### config.mk
export PLATFORM = sky130hd
export DESIGN_NAME = mul_exec_unit
export DESIGN_NICKNAME = d
export VERILOG_FILES = /design/src/rtl/mul_exec_unit.sv
export SDC_FILE = /design/constraint.sdc
export NUM_CORES = 2
export LEC_CHECK = 0
export ABC_AREA = 1
export BUFFER_PORTS_ARGS = -buffer_cell sky130_fd_sc_hd__buf_2
export CAP_MARGIN = 20
export CORE_ASPECT_RATIO = 0.75
export CORE_MARGIN = 3
export CORE_UTILIZATION = 60
export CTS_BUF_LIST = sky130_fd_sc_hd__clkbuf_4 sky130_fd_sc_hd__clkbuf_8 sky130_fd_sc_hd__clkbuf_16
export DETAILED_ROUTE_END_ITERATION = 16
export HOLD_SLACK_MARGIN = 0.03
export MAX_ROUTING_LAYER = met4
export PLACE_DENSITY = 0.88
export SYNTH_ARGS = -nofsm -noshare
export SYNTH_HDL_FRONTEND = slang
export SYNTH_SLANG_ARGS = --single-unit
### constraint.sdc
create_clock -name clk -period 11.2 [get_ports clk]
set_clock_uncertainty 0.15 [all_clocks]
set_input_delay 0.56 -clock clk [delete_from_list [all_inputs] [get_ports clk]]
set_output_delay 0.56 -clock clk [all_outputs]
set_load 0.01 [all_outputs]
### src/rtl/mul_exec_unit.sv
`default_nettype none
// ============================================================================
// Module      : mul_exec_unit
// Description : Multi-cycle integer multiply execution unit (MUL, MULH,
//               MULHSU, MULHU). Accepts one instruction from the multiply
//               issue queue, computes the 2*XLEN product over LATENCY cycles,
//               then holds tag+result on the CDB until the arbiter grants it.
//               Optional feature macro: MUL_ZERO_SKIP_EN (a zero operand
//               completes one cycle after accept with result 0).
// Revision    : 1.0 - initial release
// ============================================================================
module mul_exec_unit #(
    parameter int XLEN    = 32,
    parameter int TAG_W   = 6,
    parameter int LATENCY = 4
) (
    input  logic             clk,
    input  logic             rst_n,
    input  logic             issue_valid,
    input  logic [XLEN-1:0]  iss_rs1_data,
    input  logic [XLEN-1:0]  iss_rs2_data,
    input  logic [TAG_W-1:0] iss_rd_tag,
    input  logic [1:0]       iss_funct,
    output logic             ex_done,
    output logic             cdb_req,
    input  logic             cdb_grant,
    output logic [TAG_W-1:0] cdb_tag,
    output logic [XLEN-1:0]  cdb_data,
    output logic             cdb_data_valid
);

    localparam logic [1:0] c_MUL    = 2'b00;
    localparam logic [1:0] c_MULH   = 2'b01;
    localparam logic [1:0] c_MULHSU = 2'b10;
    localparam logic [3:0] c_CNT_INIT = 4'(LATENCY - 1);

    typedef enum logic [1:0] {
        S_IDLE = 2'd0,
        S_BUSY = 2'd1,
        S_DONE = 2'd2
    } state_t;

    state_t           state_q;
    logic [3:0]       cnt_q;
    logic [XLEN-1:0]  op_a_q;
    logic [XLEN-1:0]  op_b_q;
    logic [1:0]       funct_q;
    logic [TAG_W-1:0] op_tag_q;   // tag of the in-flight operation
    logic [TAG_W-1:0] res_tag_q;  // tag currently presented on the CDB
    logic [XLEN-1:0]  res_q;

    logic             w_accept;
    logic             w_zero_skip;
    logic [XLEN-1:0]  w_res_now;     // product of the operands being accepted
    logic [XLEN-1:0]  w_res_latched; // product of the latched in-flight operands

    // Extend both operands to 2*XLEN according to their signedness; the
    // truncated 2*XLEN product is then exact for every funct encoding.
    function automatic logic [XLEN-1:0] mul_result(
        input logic [1:0]      funct,
        input logic [XLEN-1:0] a,
        input logic [XLEN-1:0] b
    );
        logic [2*XLEN-1:0] ext_a;
        logic [2*XLEN-1:0] ext_b;
        logic [2*XLEN-1:0] prod;
        ext_a = {{XLEN{((funct == c_MULH) || (funct == c_MULHSU)) & a[XLEN-1]}}, a};
        ext_b = {{XLEN{(funct == c_MULH) & b[XLEN-1]}}, b};
        prod  = ext_a * ext_b;
        return (funct == c_MUL) ? prod[XLEN-1:0] : prod[2*XLEN-1:XLEN];
    endfunction

    assign w_res_now     = mul_result(iss_funct, iss_rs1_data, iss_rs2_data);
    assign w_res_latched = mul_result(funct_q, op_a_q, op_b_q);

    // Accept strobe: free in IDLE, or in DONE when the pending result leaves this cycle
    assign ex_done  = (state_q == S_IDLE) || ((state_q == S_DONE) && cdb_grant);
    assign w_accept = issue_valid && ex_done;

`ifdef MUL_ZERO_SKIP_EN
    // A zero operand makes every funct result zero, so no need to iterate
    assign w_zero_skip = (iss_rs1_data == '0) || (iss_rs2_data == '0);
`else
    assign w_zero_skip = 1'b0;
`endif

    assign cdb_req        = (state_q == S_DONE);
    assign cdb_data_valid = cdb_req && cdb_grant;
    assign cdb_tag        = res_tag_q;
    assign cdb_data       = res_q;

    // Control FSM plus operand/result capture
    always_ff @(posedge clk or negedge rst_n) begin
        if (!rst_n) begin
            state_q   <= S_IDLE;
            cnt_q     <= '0;
            op_a_q    <= '0;
            op_b_q    <= '0;
            funct_q   <= '0;
            op_tag_q  <= '0;
            res_tag_q <= '0;
            res_q     <= '0;
        end else if (w_accept) begin
            // Accepting in DONE: the old result is on the CDB this cycle,
            // so the result registers are free to take the new operation.
            op_a_q   <= iss_rs1_data;
            op_b_q   <= iss_rs2_data;
            funct_q  <= iss_funct;
            op_tag_q <= iss_rd_tag;
            cnt_q    <= c_CNT_INIT;
            if (w_zero_skip) begin
                state_q   <= S_DONE;
                res_q     <= '0;
                res_tag_q <= iss_rd_tag;
            end else if (LATENCY == 1) begin
                state_q   <= S_DONE;
                res_q     <= w_res_now;
                res_tag_q <= iss_rd_tag;
            end else begin
                state_q   <= S_BUSY;
            end
        end else begin
            case (state_q)
                S_BUSY: begin
                    if (cnt_q <= 4'd1) begin
                        state_q   <= S_DONE;
                        cnt_q     <= '0;
                        res_q     <= w_res_latched;
                        res_tag_q <= op_tag_q;
                    end else begin
                        cnt_q <= cnt_q - 4'd1;
                    end
                end
                S_DONE: begin
                    if (cdb_grant) begin
                        state_q <= S_IDLE;
                    end
                end
                S_IDLE:  state_q <= S_IDLE;
                default: state_q <= S_IDLE;
            endcase
        end
    end

endmodule
`default_nettype wire

# --- Word level (Yosys, flattened, before mapping) ---
# Index checks and enable logic that the tools add are counted.
classes:
  n_addsub: 1
  n_mul: 1
  n_div: 0
  n_lt_le_gt_ge: 1
  n_eq_ne: 6
  n_shift: 0
  muxes: 8
  bitwise: 3
  reduce_logical: 9
op_table:
  columns: ["operator", "count"]
  rows:
  - ["$mul A33 B33 Y64", 1]
  - ["$mux W32", 1]
  - ["$mux W4", 3]
  - ["$mux W2", 3]
  - ["$eq A2 B1 Y1 const B", 2]
  - ["$eq A2 B2 Y1 const B", 2]
  - ["$le A4 B1 Y1 const B", 1]
  - ["$logic_not A2 Y1", 2]
  - ["$pmux W2 S2", 1]
  - ["$sub A4 B1 Y4 const B", 1]
  - ["$ne A3 B1 Y1 const B", 1]
  - ["$ne A3 B3 Y1 const B", 1]
  - ["$reduce_and A3 Y1", 1]
  - ["$and A1 B1 Y1", 2]
  - ["$logic_and A1 B1 Y1", 2]
  - ["$logic_or A1 B1 Y1", 2]
  - ["$reduce_and A2 Y1", 1]
  - ["$reduce_bool A2 Y1", 1]
  - ["$not A1 Y1", 1]
word_totals:
  regBits: 116
  latchBits: 0
  ram_bits: 0
  romBits: 0
  in_bits: 76
  out_inout_bits: 41
  elab_cells: 37
  memories: 0

# --- Depth between registers and ports, before layout ---
logic_depth:
  word_depth: 6
  depth_mapped: 37
  ltp_nobuf: 36

# --- Worst setup path before layout ---
# No wires, ideal clock.
synth_path:
  path_type: "register to register"
  startpoint: "register funct_q[0]"
  endpoint: "register res_q[31], in the netlist cdb_data[31]"
  setup_ps: 77
  arrival_time_ps: 7510
  t_required_ps: 10973
  path_slack_ps: 3463
  path_stages_with_launch: 33
  n_path_buf: 1
  synth_period_minus_slack_ps: 7737
  path_cell_list: "dfrtp_1 > inv_1 > ha_1 > nand2_4 > inv_2 > clkbuf_1 > nand2_1 > inv_1 > fa_1 > inv_1 > fa_1 > inv_1 > fa_1 > inv_1 > fa_1 > fa_1 > fa_1 > inv_1 > fa_1 > inv_1 > fa_1 > inv_1 > ha_1 > inv_1 > nor3_1 > nand2_1 > nor4_1 > nand2_1 > nand2_1 > inv_1 > nand2_1 > nand3_1 > a21oi_1"
synth_between:
  elab_chain_len: 5
  word_cells_on_any_way: 8
  classes_between: "1 x mul; 2 x eq/ne; 1 x mux; 2 x bitwise; 2 x reduce/logical"
synth_rtl:
  columns: ["element", "line", "source"]
  rows:
  - ["start, declared", "47", "logic [1:0] funct_q;"]
  - ["start signal, assigned", "108", "funct_q <= iss_funct;"]
  - ["$eq A2 B1 Y1 / $eq A2 B2 Y1 (equally long branches)", "67, 68", null]
  - ["$logic_or A1 B1 Y1", "67", "ext_a = {{XLEN{((funct == c_MULH) || (funct == c_MULHSU)) & a[XLEN-1]}}, a};"]
  - ["$and A1 B1 Y1", "67", null]
  - ["$mul A33 B33 Y64", "69", "prod = ext_a * ext_b;"]
  - ["$mux W32 (*)", "70", "return (funct == c_MUL) ? prod[XLEN-1:0] : prod[2*XLEN-1:XLEN];"]
  - ["end signal, assigned", "117", "res_q <= w_res_now;"]
  - ["end signal, assigned", "128", "res_q <= w_res_latched;"]
  - ["end, declared", "50", "logic [XLEN-1:0] res_q;"]
# Every way passes the cells marked *; elsewhere a longest branch is shown, timed or not.
# A chain may end at the register's enable or synchronous reset.

# --- Final worst setup path ---
layout_path:
  startpoint: "register funct_q[0]"
  endpoint: "register res_q[30], in the netlist cdb_data[30]"
# The elaborated chain is that of the path after synthesis.

==> reports/results.ini <==
[outcome]
outcome = finished clean

[cts]
clock-sinks = 116
numCtsBuffers = 17
clockRootBuffer = clkbuf_16
postCtsSetupBuffers = 0
cts_tree = yes
clkLatencyLatePin_ns = 0.50
h-tree-depth = 4
cts.path.max_buffers = 2
clk_pin_slew_ns = 0.08

[worst_hold_path]
hp-class = in -> reg
holdPathStages = 2

[synthesis]
synth_edf_count = 0
synth_compound_area_share_pct = 3.18
synth_seq_cells = 116
synth_xor_area_share_pct = 0.157
synthAdderAreaFrac_pct = 56.5
synth_top_family_by_area = adder cells
synth_cell_type_count = 40
yosys_warnings = 0
synth_ff_type = dfrtp_1
async_reset_ff_share_pct = 100
syn_avg_cell_area_um2 = 8.09
synth_top_area_cell = fa_1
synth_top_cell_area_share_pct = 50.4
seq_area_frac_synth_pct = 6.50
yosys.area_share.simple_pct = 16.2
netlist_area_um2 = 44700
syn_inst = 5520
synthTopCellsByArea = fa_1 50%, inv_1 14%, nand2_1 12%
syn_nets = 6937
synthMuxAreaShare_pct = 1.31

[setup_path]
end_kind = flip-flop
worstSetupPathDepth = 31
crit_fanout = 19
critical_path.top_delay_family = adder cells
cp-start-kind = flip-flop
slowest_delay_ns = 0.91
path_class = reg -> reg
cp.required_ns = 11.46
cp_slowest_cell = fa_1
crit_top_cell = inv_1
worst_ep_arrival_time_ns = 9.35
r2r_cells = 31
crit_buf_inv = 11

[routing]
ant_nets = 0
vias = 36032
routed_wirelength_um = 132000
first_pass_iters = 12
routedWlPerCell_um = 20.6
met2WireLength_um = 60200
wl_met3_um = 16400
drc_errors = 0
top_layer_used = met4
drtIter0Drc = 3899
wl_met1_um = 50100
vias_per_cell = 5.62

[place]
hpwl_um = 109000
post-place-ws_ns = 2.24
dpl_cell_area_um2 = 45900
port_buffers = 116
gp_congestion = 1.03
dp_cells = 6375

[floorplanning]
pin_count = 117
rows = 85
die_x_um = 321
die_h_um = 242
dieArea_um2 = 77800
start_util_pct = 61.4
core_area_um2 = 72700

[grt]
grt_pass1_vias = 39531
grt_overflow = 0
grt_max_degree = 60
antenna_found_initial = 4
grt_pass1_wl_um = 214000
track_usage_pct = 36.9

[sta]
slew_viol_final = 0
tightest_slew_ns = 1.13
setup_tns_ns = 0
rsz0062_at_grt = no
min_period_over_period_pct = 81.2
slew_headroom_pct = 24.4
fmax_mhz = 110
hold_viol_final = 0
period_needed_ns = 9.09
final.setup.worst_slack_ns = 2.11
setup_viol = 0

[final_layout]
layout-drive-gt1-share_pct = 6.05
final_nets = 6859
final_common_cell = inv_1
finish.instance_area_um2 = 46600
final_cells = 6414
area_growth_pct = 4.41
final_cell_mix = 1,624 x inv_1, 1,428 x nand2_1, 1,125 x fa_1

[run]
drv_cap = 0

final timing paths:
kind                            slack (ns)                    from                  endpoint
min in group asynchronous             0.48                   rst_n     op_a_q[9]$_DFFE_PN0P_
worst max-delay path                  2.11  funct_q[0]$_DFFE_PN0P_  cdb_data[30]$_DFFE_PN0P_
worst min-delay path                  0.14         iss_rs1_data[7]     op_a_q[7]$_DFFE_PN0P_
worst max register to register        2.11  funct_q[0]$_DFFE_PN0P_  cdb_data[30]$_DFFE_PN0P_
max in group asynchronous             9.04                   rst_n    op_b_q[24]$_DFFE_PN0P_
worst min register to register        0.31  cdb_tag[4]$_DFFE_PN0P_    cdb_tag[4]$_DFFE_PN0P_
synthesized netlist by cell type, types with 2 or more instances:
cell type / number
a21boi_1: 12
a21o_1: 4
a21oi_1: 125
a21oi_2: 3
a31oi_1: 2
buf_1: 5
buf_2: 9
clkbuf_1: 270
dfrtp_1: 116
fa_1: 1125
ha_1: 216
inv_1: 1624
inv_2: 5
mux2_2: 52
nand2_1: 1429
nand2_2: 4
nand3_1: 103
nand3_2: 6
nand3b_1: 3
nand4_1: 24
nor2_1: 206
nor2_2: 7
nor3_1: 14
nor3_2: 2
nor4_1: 5
o21a_1: 4
o21ai_0: 70
o21ai_1: 22
o21bai_1: 15
or2_2: 22
xnor2_1: 5
xor2_1: 3
flip-flops by register name (all words and copies together), names as in the netlist:
register,count
cdb_data,32
op_a_q,32
op_b_q,32
cdb_tag,6
op_tag_q,6
cnt_q,4
funct_q,2
state_q,2
cell families (layout without fill, tap and decap cells):
kind of cell    count (synthesis)  in the layout
mux                            52             52
compound gates                261            261
other cells                     0              2
buf+inv                      1915           1850
flops                         116            116
xor+xnor                        8              8
fa+ha+maj                    1341           1341
simple gates                 1827           1827
final cells by class:
cell class / count / area, µm²
inverters: 1630 / 6120
repair buffers: 188 / 1210
flip-flops and latches: 116 / 2910
clock inverters: 15 / 195
well taps: 957 / 1200
diodes: 2 / 5.00
multi-input cells: 3489 / 34600
clock buffers: 17 / 425
fillers: 5743 / 26100
stage by stage:
step	utilization [%]	hold slack [ns]
final	64.1	0.139
after global routing	64.1	0.142
after CTS	63.9	0.109
after detailed placement	63.1	0.303
after global placement	63.1	0.299
after floorplan	-	0.114
per-layer routing:
metal | GRT usage [%] | up-vias
met3 | 9.23 | 434
met5 | - | -
met4 | 13.7 | 0
met2 | 56.0 | 2367
li1 | - | 15272
met1 | 48.5 | 17959
timing repair:
action                                 4_1_cts  5_1_grt
endpoints found under the hold margin       57        0
resized for setup                            0        0
hold buffers                                 1        0
Power is left out: the tool's default activity adds up to more than one toggle a clock period on the data nets, which glitch-free logic cannot reach.
